`config.mk`:
```
export PLATFORM = sky130hd
export DESIGN_NAME = b2r_converter_h
export DESIGN_NICKNAME = d
export VERILOG_FILES = /design/src/rtl/b2r_converter_h.sv
export SDC_FILE = /design/constraint.sdc
export NUM_CORES = 1
export LEC_CHECK = 0
export ABC_AREA = 1
export BUFFER_PORTS_ARGS = -buffer_cell sky130_fd_sc_hd__clkbuf_2
export CORE_AREA = 2 2 153 155
export CTS_BUF_LIST = sky130_fd_sc_hd__clkbuf_16
export DETAILED_ROUTE_END_ITERATION = 12
export DIE_AREA = 0 0 155 157
export GPL_TIMING_DRIVEN = 0
export MAX_ROUTING_LAYER = met4
export PLACE_DENSITY = 0.7
export RECOVER_POWER = 50
export SYNTH_ARGS = -nofsm -noshare
export SYNTH_HDL_FRONTEND = slang
export SYNTH_SLANG_ARGS = --single-unit
```
`constraint.sdc`:
```
create_clock -name clk -period 2 [get_ports clk]
set_clock_uncertainty 0.15 [all_clocks]
set_input_delay 0.2 -clock clk [delete_from_list [all_inputs] [get_ports clk]]
set_output_delay 0.2 -clock clk [all_outputs]
set_load 0.05 [all_outputs]
```
`src/rtl/b2r_converter_h.sv`:
```
`default_nettype none
// ============================================================================
// b2r_converter_h : reassembles NUM_CORES_H-wide beats of BLOCK_SIZE^2 blocks
// into BLOCK_SIZE-row strips and emits the matrix one COL-wide row at a time.
// Optional B2R_PINGPONG_EN: two strip banks with overlapped fill and drain.
// Revision 1.0
// ============================================================================
module b2r_converter_h #(
  parameter int WIDTH       = 16,
  parameter int FRAC_WIDTH  = 8,
  parameter int ROW         = 12,
  parameter int COL         = 12,
  parameter int BLOCK_SIZE  = 2,
  parameter int CHUNK_SIZE  = 4,
  parameter int NUM_CORES_H = 3
) (
  input  logic                                  clk,
  input  logic                                  rst_n,
  input  logic                                  en,
  input  logic                                  in_valid,
  output logic                                  in_ready,
  input  logic [WIDTH*CHUNK_SIZE*NUM_CORES_H-1:0] in_data,
  output logic                                  out_valid,
  input  logic                                  out_ready,
  output logic [WIDTH*COL-1:0]                  out_data,
  output logic                                  row_last,
  output logic                                  buffer_done
);

  localparam int SPAN   = BLOCK_SIZE * NUM_CORES_H;
  localparam int BEATS  = COL / SPAN;
  localparam int STRIPS = ROW / BLOCK_SIZE;
`ifdef B2R_PINGPONG_EN
  localparam bit PINGPONG = 1'b1;
`else
  localparam bit PINGPONG = 1'b0;
`endif
  localparam int NUM_BANKS = PINGPONG ? 2 : 1;
  localparam int NROWS     = NUM_BANKS * BLOCK_SIZE;
  localparam int IW        = (NROWS > 1) ? $clog2(NROWS) : 1;
  localparam int CW        = (COL > 1) ? $clog2(COL) : 1;
  localparam int BW        = (BEATS > 1) ? $clog2(BEATS) : 1;
  localparam int RW        = (BLOCK_SIZE > 1) ? $clog2(BLOCK_SIZE) : 1;
  localparam int SW        = $clog2(STRIPS + 1);

  generate
    if (CHUNK_SIZE != BLOCK_SIZE * BLOCK_SIZE) begin : g_chk_chunk
      $error("b2r_converter_h: CHUNK_SIZE must equal BLOCK_SIZE*BLOCK_SIZE");
    end
    if ((ROW % BLOCK_SIZE) != 0) begin : g_chk_row
      $error("b2r_converter_h: ROW must be a multiple of BLOCK_SIZE");
    end
    if ((COL % SPAN) != 0) begin : g_chk_col
      $error("b2r_converter_h: COL must be a multiple of BLOCK_SIZE*NUM_CORES_H");
    end
    if (FRAC_WIDTH > WIDTH) begin : g_chk_frac
      $error("b2r_converter_h: FRAC_WIDTH exceeds WIDTH");
    end
  endgenerate

  typedef enum logic [1:0] {
    IDLE  = 2'd0,
    FILL  = 2'd1,
    DRAIN = 2'd2,
    DONE  = 2'd3
  } state_t;

  state_t state, next_state;

  logic [WIDTH-1:0] strip_buf [NROWS][COL];
  logic [BW-1:0]    beat_cnt;
  logic [RW-1:0]    row_cnt;
  logic [SW-1:0]    fill_strip;
  logic [SW-1:0]    drain_strip;
  logic             fill_sel;
  logic             drain_sel;
  logic [1:0]       bank_full;
  logic [IW-1:0]    rd_idx;

  logic accept, out_fire, fill_done, drain_done;
  logic last_fill, all_filled, last_drain, other_busy;

  assign in_ready   = en && (state == FILL) && !bank_full[fill_sel];
  assign out_valid  = en && bank_full[drain_sel];
  assign accept     = in_valid && in_ready;
  assign out_fire   = out_valid && out_ready;
  assign fill_done  = accept && (beat_cnt == BW'(BEATS - 1));
  assign drain_done = out_fire && (row_cnt == RW'(BLOCK_SIZE - 1));
  assign last_fill  = (fill_strip == SW'(STRIPS - 1));
  assign all_filled = (fill_strip == SW'(STRIPS));
  assign last_drain = (drain_strip == SW'(STRIPS - 1));
  // A finished fill may keep filling only if the opposite bank is free (or frees now).
  assign other_busy = PINGPONG ? (bank_full[~fill_sel] && !drain_done) : 1'b1;

  always_ff @(posedge clk or negedge rst_n) begin
    if (!rst_n) state <= IDLE;
    else if (en) state <= next_state;
  end

  always_comb begin
    next_state  = state;
    buffer_done = 1'b0;
    case (state)
      IDLE:  next_state = FILL;
      FILL:  if (fill_done && (last_fill || other_busy)) next_state = DRAIN;
      DRAIN: begin
        if (drain_done) begin
          if (last_drain) next_state = DONE;
          else if (!all_filled) next_state = FILL;
        end
      end
      DONE: begin
        buffer_done = en;
        next_state  = IDLE;
      end
      default: next_state = IDLE;
    endcase
    row_last = (state == DRAIN) && last_drain && (row_cnt == RW'(BLOCK_SIZE - 1));
  end

  always_ff @(posedge clk or negedge rst_n) begin
    if (!rst_n) begin
      beat_cnt    <= '0;
      row_cnt     <= '0;
      fill_strip  <= '0;
      drain_strip <= '0;
      fill_sel    <= 1'b0;
      drain_sel   <= 1'b0;
      bank_full   <= '0;
    end else if (en) begin
      if (state == DONE) begin
        beat_cnt    <= '0;
        row_cnt     <= '0;
        fill_strip  <= '0;
        drain_strip <= '0;
        fill_sel    <= 1'b0;
        drain_sel   <= 1'b0;
        bank_full   <= '0;
      end else begin
        if (accept) begin
          beat_cnt <= fill_done ? '0 : beat_cnt + 1'b1;
          if (fill_done) begin
            bank_full[fill_sel] <= 1'b1;
            fill_strip          <= fill_strip + 1'b1;
            if (PINGPONG) fill_sel <= ~fill_sel;
          end
        end
        if (out_fire) begin
          row_cnt <= drain_done ? '0 : row_cnt + 1'b1;
          if (drain_done) begin
            bank_full[drain_sel] <= 1'b0;
            if (!last_drain) drain_strip <= drain_strip + 1'b1;
            if (PINGPONG) drain_sel <= ~drain_sel;
          end
        end
      end
    end
  end

  // Core k, block element (r,c): chunk slot k and element r*BS+c, both MSB-first.
  always_ff @(posedge clk or negedge rst_n) begin
    if (!rst_n) begin
      for (int i = 0; i < NROWS; i++) begin
        for (int j = 0; j < COL; j++) strip_buf[i][j] <= '0;
      end
    end else if (accept) begin
      for (int r = 0; r < BLOCK_SIZE; r++) begin
        for (int k = 0; k < NUM_CORES_H; k++) begin
          for (int c = 0; c < BLOCK_SIZE; c++) begin
            strip_buf[IW'(int'(fill_sel) * BLOCK_SIZE + r)]
                     [CW'(int'(beat_cnt) * SPAN + k * BLOCK_SIZE + c)] <=
              in_data[((NUM_CORES_H - 1 - k) * CHUNK_SIZE +
                       (CHUNK_SIZE - 1 - (r * BLOCK_SIZE + c))) * WIDTH +: WIDTH];
          end
        end
      end
    end
  end

  assign rd_idx = IW'(int'(drain_sel) * BLOCK_SIZE + int'(row_cnt));

  always_comb begin
    out_data = '0;
    for (int c = 0; c < COL; c++) begin
      out_data[(COL - 1 - c) * WIDTH +: WIDTH] = strip_buf[rd_idx][c];
    end
  end

endmodule
`default_nettype wire

```
**Word-level counts from Yosys, hierarchy flattened**

Index checks and enable logic that the tools add are counted.

- Flip-flop bits (word level): 396
- Input port bits: 197
- Output and inout port bits: 196
- Logic and storage cells: 141

- $add $sub $neg: 9
- Multipliers: 1
- $lt $le $gt $ge: 13
- Equality and inequality tests: 9
- Multiplexer cells: 46
- Bitwise operators: 7
- Reductions and logical operators: 26

Operators by type and width:

| cell | number |
|---|---|
| bitwise mux 384 bit | 6 |
| 2-to-1 mux 192 bit | 3 |
| demux 16 bit (select 4 bit) | 6 |
| 2-to-1 mux 16 bit | 6 |
| >= comparator 4 x 5 -> 1 bit, second input constant | 6 |
| < comparator 4 x 1 -> 1 bit, second input constant | 6 |
| NOT 4 bit | 6 |
| 2-to-1 mux 3 bit | 7 |
| logical AND 1 bit | 15 |
| adder 4 x 2 -> 4 bit, second input constant | 3 |
| 2-to-1 mux 2 bit | 6 |
| 2-to-1 mux 1 bit | 11 |
| case mux 2 bit (4 select lines) | 1 |
| AND reduction 4 bit | 2 |
| nonzero test 2 bit | 4 |
| adder 3 x 1 -> 3 bit, second input constant | 2 |
| == test 3 bit, second input constant | 2 |
| adder 4 x 1 -> 4 bit, second input constant | 1 |
| adder 4 x 3 -> 4 bit, second input constant | 1 |
| == test 2 bit, second input constant | 2 |
| != test 2 bit, second input constant | 2 |
| AND reduction 2 bit | 2 |
| multiplier 1 x 2 -> 3 bit, second input constant | 1 |
| != test 3 bit, second input constant | 1 |
| 8 further kinds | 9 |

**Depth between registers and ports, before layout**

Gate-level depths: netlist of the first run.

- Depth after elaboration: 12
- Mapped depth: 9
- Depth with buffers taken out: 9

**Least setup slack after synthesis of the first run**

OpenSTA, ideal clock, no wires.

- Kind: register to output
- Start point: reg row_cnt
- End point: out out_data[101]
- Data arrival time: 1.449 ns
- Setup slack: 0.201 ns
- Cell stages (with the launch flop): 4
- Buffers on the path: 2
- Path through: dfrtp_1 > clkbuf_1 > clkbuf_1 > nor2_1

- Cells in the longest elaborated chain, start to end: 4

Ends and longest elaborated chain:

| what | RTL line | source |
|---|---|---|
| start, declared | 72 | `logic [RW-1:0] row_cnt;` |
| start signal, assigned | 149 | `row_cnt <= drain_done ? '0 : row_cnt + 1'b1;` |
| NOT 1 -> 2 bit (implied by the code) | 185 | `out_data[(COL - 1 - c) * WIDTH +: WIDTH] = strip_buf[rd_idx][c];` |
| 2-to-1 mux 192 bit (3 in a row) | n/a |  |
| end, declared | 25 | `output logic [WIDTH*COL-1:0] out_data,` |

Every way passes these cells. The select of a mux whose other input is x is not followed.

**Worst setup path in the final report of the first run**

- Start point: reg row_cnt
- End point: out out_data[148]

Same word-level chain as after synthesis.

==> results.yml, run 1 <==
outcome:
  status: "completed"
place:
  hpwl_um: 16400
  place_congestion: 0.805
  place_ws_ps: -646
  portBuffers: 232
  placed_area_um2: 8880
synth:
  synth_area_um2: 7090
  synth_edf_count: 0
  synthCells: 837
  synth-main-ff-cell: "dfrtp_1"
  ys_types: 26
  synth_compound_gate_area_share: 0.123
  yosysWarnings: 0
  netlist.area_leader.share: 0.491
  ys_top_cells_by_count: "dfrtp_1 (139), inv_1 (139), nor2_1 (137)"
  synth_xor_area_frac: 0.00247
  synth_simple_gate_area_frac: 0.184
  synth_area_leaders: "dfrtp_1 (49%), inv_1 (7.4%), nor2_1 (7.3%), buf_4 (6.9%), o21ai_2 (6.2%)"
  synth_top_family_by_area: "buffers and inverters"
  synthMuxAreaShare: 0
  synthAdderAreaFrac: 0.00706
  yosysTopAreaCell: "dfrtp_1"
  synth-async-reset-ratio: 1.00
  synth-seq-area-share: 0.491
  ys_seq_elements: 139
  syn_area_per_cell_um2: 8.47
clock_tree:
  numClockSinks: 139
  cts_tree: "built"
  clock_latency_ps: 420
  cts_inserted_buffers: 17
  path_clk_slew_ps: 60
  h-tree-depth: 4
  clockBufferDepth: 2
  root_buffer: "clkbuf_16"
final_layout:
  finalNetCount: 1453
  drive_gt1_frac: 0.393
  final_area_um2: 11400
  nFillCells: 1982
  antenna_cells: 0
  final_core_util: 0.505
  area.growth.synth_to_final_pct: 60.4
pwr:
  p_clk_frac: 0.156
  pwr-share-seq: 0.215
  vdd_drop_max_mv: 1.12
  leakagePower_nw: 5.90
  power.density_nw_per_um2: 1910
  power_frac_comb: 0.629
  p_switching_mw: 11.1
  switching_share: 0.510
  power.internal_mw: 10.7
  power_mw: 21.8
timing:
  tightest_slew_ps: 993
  slew_violations: 0
  fin_crit_sh: 0.984
  rsz0062_at_grt: "true"
  fmax_mhz: 508
  maxSlewHeadroom: 0.338
  setup_slack_ps: 32.8
  setup_violations: 0
  fin_crit_ps: 1970
  finalHoldViolCount: 0
grt:
  grt_overflow_total: 0
  top_usage_layer: "met2"
  grt_pass1_vias: 6800
  gr-usage-met2: 0.346
  grt_max_degree: 75
  grt_pass1_wl_um: 36900
  grtUsageTotal: 0.206
  gr-usage-met3: 0.0413
  grt.met1_usage: 0.246
  antenna_found_initial: 0
drt:
  drt-total-wl_um: 24600
  postRouteAntennaNets: 0
  routed_via_density: 4.33
  post_drt_wl_per_cell_um: 15.8
  dr.pass1.iters: 5
  routed-via-count: 6706
  drc: 0
  drt-initial-drc-count: 399
worst_setup_path:
  ff2ff_path_depth: 9
  critical_path.max_fanout: 10
  cp_top_family: "buffers and inverters"
  critPathSlowestCell: "dfrtp_1"
  crit_arrival_ps: 1620
  cp-end-kind: "output pin"
  crit_chain: "buf_4 -> buf_8 -> nor2_1 -> clkbuf_4"
  max_stage_delay_ps: 390
  path_buf_inv: 3
  r2r-end: "strip_buf[360]"
  r2r_slack_ps: 160
  start_kind: "flop"
  required_ps: 1650
  reg2reg_from: "state[1]"
  critPathKind: "flop to output pin"
run:
  cap_violations: 0
min_path:
  hold_path.class: "primary input to flop"
  holdPathEnd: "row_cnt"
  min_from: "out_ready"
  hold_depth: 4
die:
  start_util: 0.315
  die_w_um: 155
  die_h_um: 157
  dieArea_um2: 24300
  coreArea_um2: 22500
  num_rows: 55
  io-pin-count: 393
[metrics by stage]
step           hold slack (ps)  TNS, ps  std cells
6_report                  64.1        0       1550
5_1_grt                    130    -19.3       1550
4_1_cts                   48.8    -40.4       1549
3_5_place_dp              79.0   -24020       1418
3_3_place_gp               256  -286930       1417
2_1_floorplan             -246        0        900
[layout by cell type (no fill, tap or decap), drive strengths merged]
cell type    instances
a21oi                3
buf                152
bufinv               4
clkbuf             204
clkinv               4
clkinvlp             4
conb                64
dfrtp              139
dlygate4sd3         99
ha                   4
inv                146
nand2              158
nand3                9
nand3b               1
nor2               138
o21ai              134
xnor2                2
[kinds of logic after synthesis]
logic type,after synthesis
AND/OR/NAND/NOR,306
AO/OA/AOI/OAI,137
XOR/XNOR,2
flip-flops,139
adder cells (fa/ha/maj),4
other,1
buffers and inverters,248
[power by group through the flow]
stage | registers, mW | clock network, mW | logic [mW]
finish | 4.67 | 3.39 | 13.7
global route | 4.82 | 3.61 | 14.4
CTS | 4.66 | 3.49 | 13.3
detailed placement | 4.71 | 0 | 11.5
global placement | 4.66 | 0 | 11.3
floorplan | 4.58 | 0 | 8.67
[how the worst max path moves through the flow]
stage               depth (start not counted)      startpoint              to  slack [ps]
floorplan                                   3         row_cnt   out_data[101]         200
detailed placement                          4         row_cnt   out_data[101]        -650
finish                                      4         row_cnt   out_data[148]          30
global route                                7  drain_strip[1]        row_last          -7
CTS                                         4         row_cnt    out_data[99]         -20
global placement                            1           rst_n  strip_buf[328]       -1910
[area by class of cell]
cell class	count	area, um^2	share of cell area
timing repair buffer	333	2850	0.250
tap	285	357	0.0314
inverter	143	538	0.0473
clock buffer	17	425	0.0374
clock inverter	15	198	0.0174
buffer	105	971	0.0854
sequential	139	3480	0.306
multi-input combinational	513	2560	0.225
[layer usage]
metal | vias up | routed length [um]
met5 | - | 0
met3 | 39 | 1440
met4 | 0 | 602
met1 | 3181 | 10200
li1 | 3219 | -
met2 | 267 | 12300
[registers in the layout, indices dropped and copies added, names as in the netlist]
signal	count
state	2
beat_cnt	1
strip_buf	128
fill_strip	3
bank_full	1
row_cnt	1
drain_strip	3
[worst min-delay path: cells and delay by family]
family | cells | cell delay (ps)
AND/OR/NAND/NOR | 2 | 220
buffers and inverters | 1 | 80
AO/OA/AOI/OAI | 1 | 80
[what timing repair did]
item | in CTS | in global routing
buffers inserted | 0 | 1
resized for setup | 226 | 112
pin swaps | 0 | 1
hold endpoints to repair | 195 | 0
setup endpoints to repair | 137 | 115
hold buffers | 99 | 0
Power figures use the tool's default switching activity.
==> inputs of run 2 (changes only) <==
- CORE_AREA: 2 2 153 155 -> 2 2 151 153
- DIE_AREA: 0 0 155 157 -> 0 0 153 155
- PLACE_DENSITY: 0.7 -> 0.73
- clock period: 2 -> 1.8 ns (I/O delays scaled with it)
==> run 2 against run 1 <==
Effect of this change: sequential power rose by 13%; clock power rose by 3%; utilization rose by 7.4 points; the flow now finishes with violations (negative setup slack); routed wire length rose by 21%; setup slack got worse by 150 ps; hold slack got worse by 11 ps; critical path type unchanged; cell area rose by 13%; clock-buffer cell count did not move; total power rose by 30%.
==> results.yml, run 2 (synthesized netlist as in run 1, its figures left out) <==
outcome:
  status: "complete, but fails checks"
  violations: "negative setup slack"
min_path:
  hold_path.class: "primary input to flop"
clock_tree:
  h-tree-depth: 4
  cts_tree: "built"
  numClockSinks: 139
  clockBufferDepth: 2
  cts_inserted_buffers: 17
  clock_latency_ps: 420
  root_buffer: "clkbuf_16"
  path_clk_slew_ps: 60
drt:
  post_drt_wl_per_cell_um: 18.9
  routed-via-count: 7198
  drt-initial-drc-count: 456
  dr.pass1.iters: 5
  drt-total-wl_um: 29700
  drc: 0
  routed_via_density: 4.58
  postRouteAntennaNets: 0
final_layout:
  finalNetCount: 1472
  layout_commonest_cell: "dfrtp_1"
  top_regs: "strip_buf x128, drain_strip x3, fill_strip x3"
  area.growth.synth_to_final_pct: 81.6
  top_register: "strip_buf"
  largest_register_ffs: 128
  nFillCells: 1695
  drive_gt1_frac: 0.477
  final_area_um2: 12900
  final_cell_mix: "dfrtp_1 (138), inv_1 (137), buf_8 (124)"
die:
  die_w_um: 153
  die_h_um: 155
  num_rows: 55
  dieArea_um2: 23700
  io-pin-count: 393
  start_util: 0.319
  coreArea_um2: 22200
worst_setup_path:
  crit_arrival_ps: 1590
  path_buf_inv: 3
  cp_top_family: "buffers and inverters"
  crit_chain: "buf_12 -> buf_8 -> nor2_1 -> clkbuf_8"
  cp-end-kind: "output pin"
  r2r_slack_ps: 60
  critical_path.max_fanout: 15
  required_ps: 1470
  max_stage_delay_ps: 440
  start_kind: "flop"
  critPathSlowestCell: "dfrtp_2"
  critPathKind: "flop to output pin"
pwr:
  leakagePower_nw: 6.30
  power.density_nw_per_um2: 2200
  vdd_drop_max_mv: 1.45
  power_mw: 28.3
place:
  placed_area_um2: 8880
  hpwl_um: 15800
  portBuffers: 232
  place_congestion: 0.822
timing:
  maxSlewHeadroom: 0.380
  setup_slack_ps: -120
  fin_crit_ps: 1920
  slew_violations: 0
  finalHoldViolCount: 0
  setup_violations: 121
  tightest_slew_ps: 930
  fmax_mhz: 521
  fin_crit_sh: 1.07
  rsz0062_at_grt: "true"
grt:
  grt_overflow_total: 0
  antenna_found_initial: 1
  grt_max_degree: 79
  grt_pass1_vias: 7268
  grt_pass1_wl_um: 40200
  grtUsageTotal: 0.228
run:
  cap_violations: 0
==> run 2: changes by cell type in the layout (fill, tap and decap cells not counted), sizes merged <==
| cell | change |
|---|---|
| buf | +82 |
| clkinvlp | -1 |
| clkbuf | -63 |
| bufinv | -2 |
| diode | +1 |
| clkinv | +3 |
==> run 2: worst register-to-register path: cells and delay by family, from the launching register on <==
| family | cells | cell delay, ps |
|---|---|---|
| buffers and inverters | 4 | 480 |
| AO/OA/AOI/OAI | 1 | 100 |
| AND/OR/NAND/NOR | 4 | 530 |
| flip-flops | 1 | 380 |
==> run 2: layout make-up <==
cell class	instances	area (um^2)	area share
timing repair buffer	353	3620	0.281
sequential	139	3480	0.270
multi-input combinational	513	3230	0.251
buffer	104	1060	0.0827
inverter	143	549	0.0427
clock buffer	17	425	0.0330
tap	285	357	0.0277
clock inverter	15	149	0.0116
antenna	1	2.50	0.000194
==> run 2: final timing paths <==
kind,startpoint,to,cells after the start
hold / removal,out_ready,row_cnt,4
setup / recovery,row_cnt,out_data[142],4
min in group asynchronous,rst_n,strip_buf[256],2
setup reg to reg,bank_full[0],strip_buf[331],9
max in group asynchronous,rst_n,strip_buf[324],3
hold reg to reg,strip_buf[358],strip_buf[358],2
==> run 2: report_power, final <==
part / switching [mW] / internal, mW
logic: 12.4 / 7.21
registers: 0.566 / 4.69
clock network: 1.45 / 2.04
total: 14.4 / 13.9
==> run 2: repair_timing <==
action                     in CTS  in global routing
hold buffers                   99                  0
gates resized for setup       353                310
setup endpoints to repair     141                253
gates cloned                    1                  6
buffers inserted                4                 10
hold endpoints to repair      192                  0
pin swaps                       1                  4
==> run 2: layer usage <==
metal	part of all wire	track usage	vias to the layer above
met1	0.38	0.257	3452
met3	0.060	0.0490	89
met5	0	-	-
met2	0.52	0.393	394
met4	0.043	0.101	0
li1	-	-	3263
==> run 2: metrics by stage <==
| step | utilization | instances | TNS [ps] | hold slack, ps | setup WS (ps) |
|---|---|---|---|---|---|
| 4_1_cts | 0.537 | 1554 | -14470 | 28.3 | -163 |
| 3_5_place_dp | 0.399 | 1418 | -50330 | 54.1 | -860 |
| 6_report | 0.579 | 1570 | -7280 | 52.7 | -120 |
| 2_1_floorplan | - | 900 | 0 | -266 | 9.31 |
| 3_3_place_gp | 0.398 | 1417 | -323470 | 237 | -2000 |
| 5_1_grt | 0.579 | 1570 | -13250 | 82.9 | -180 |
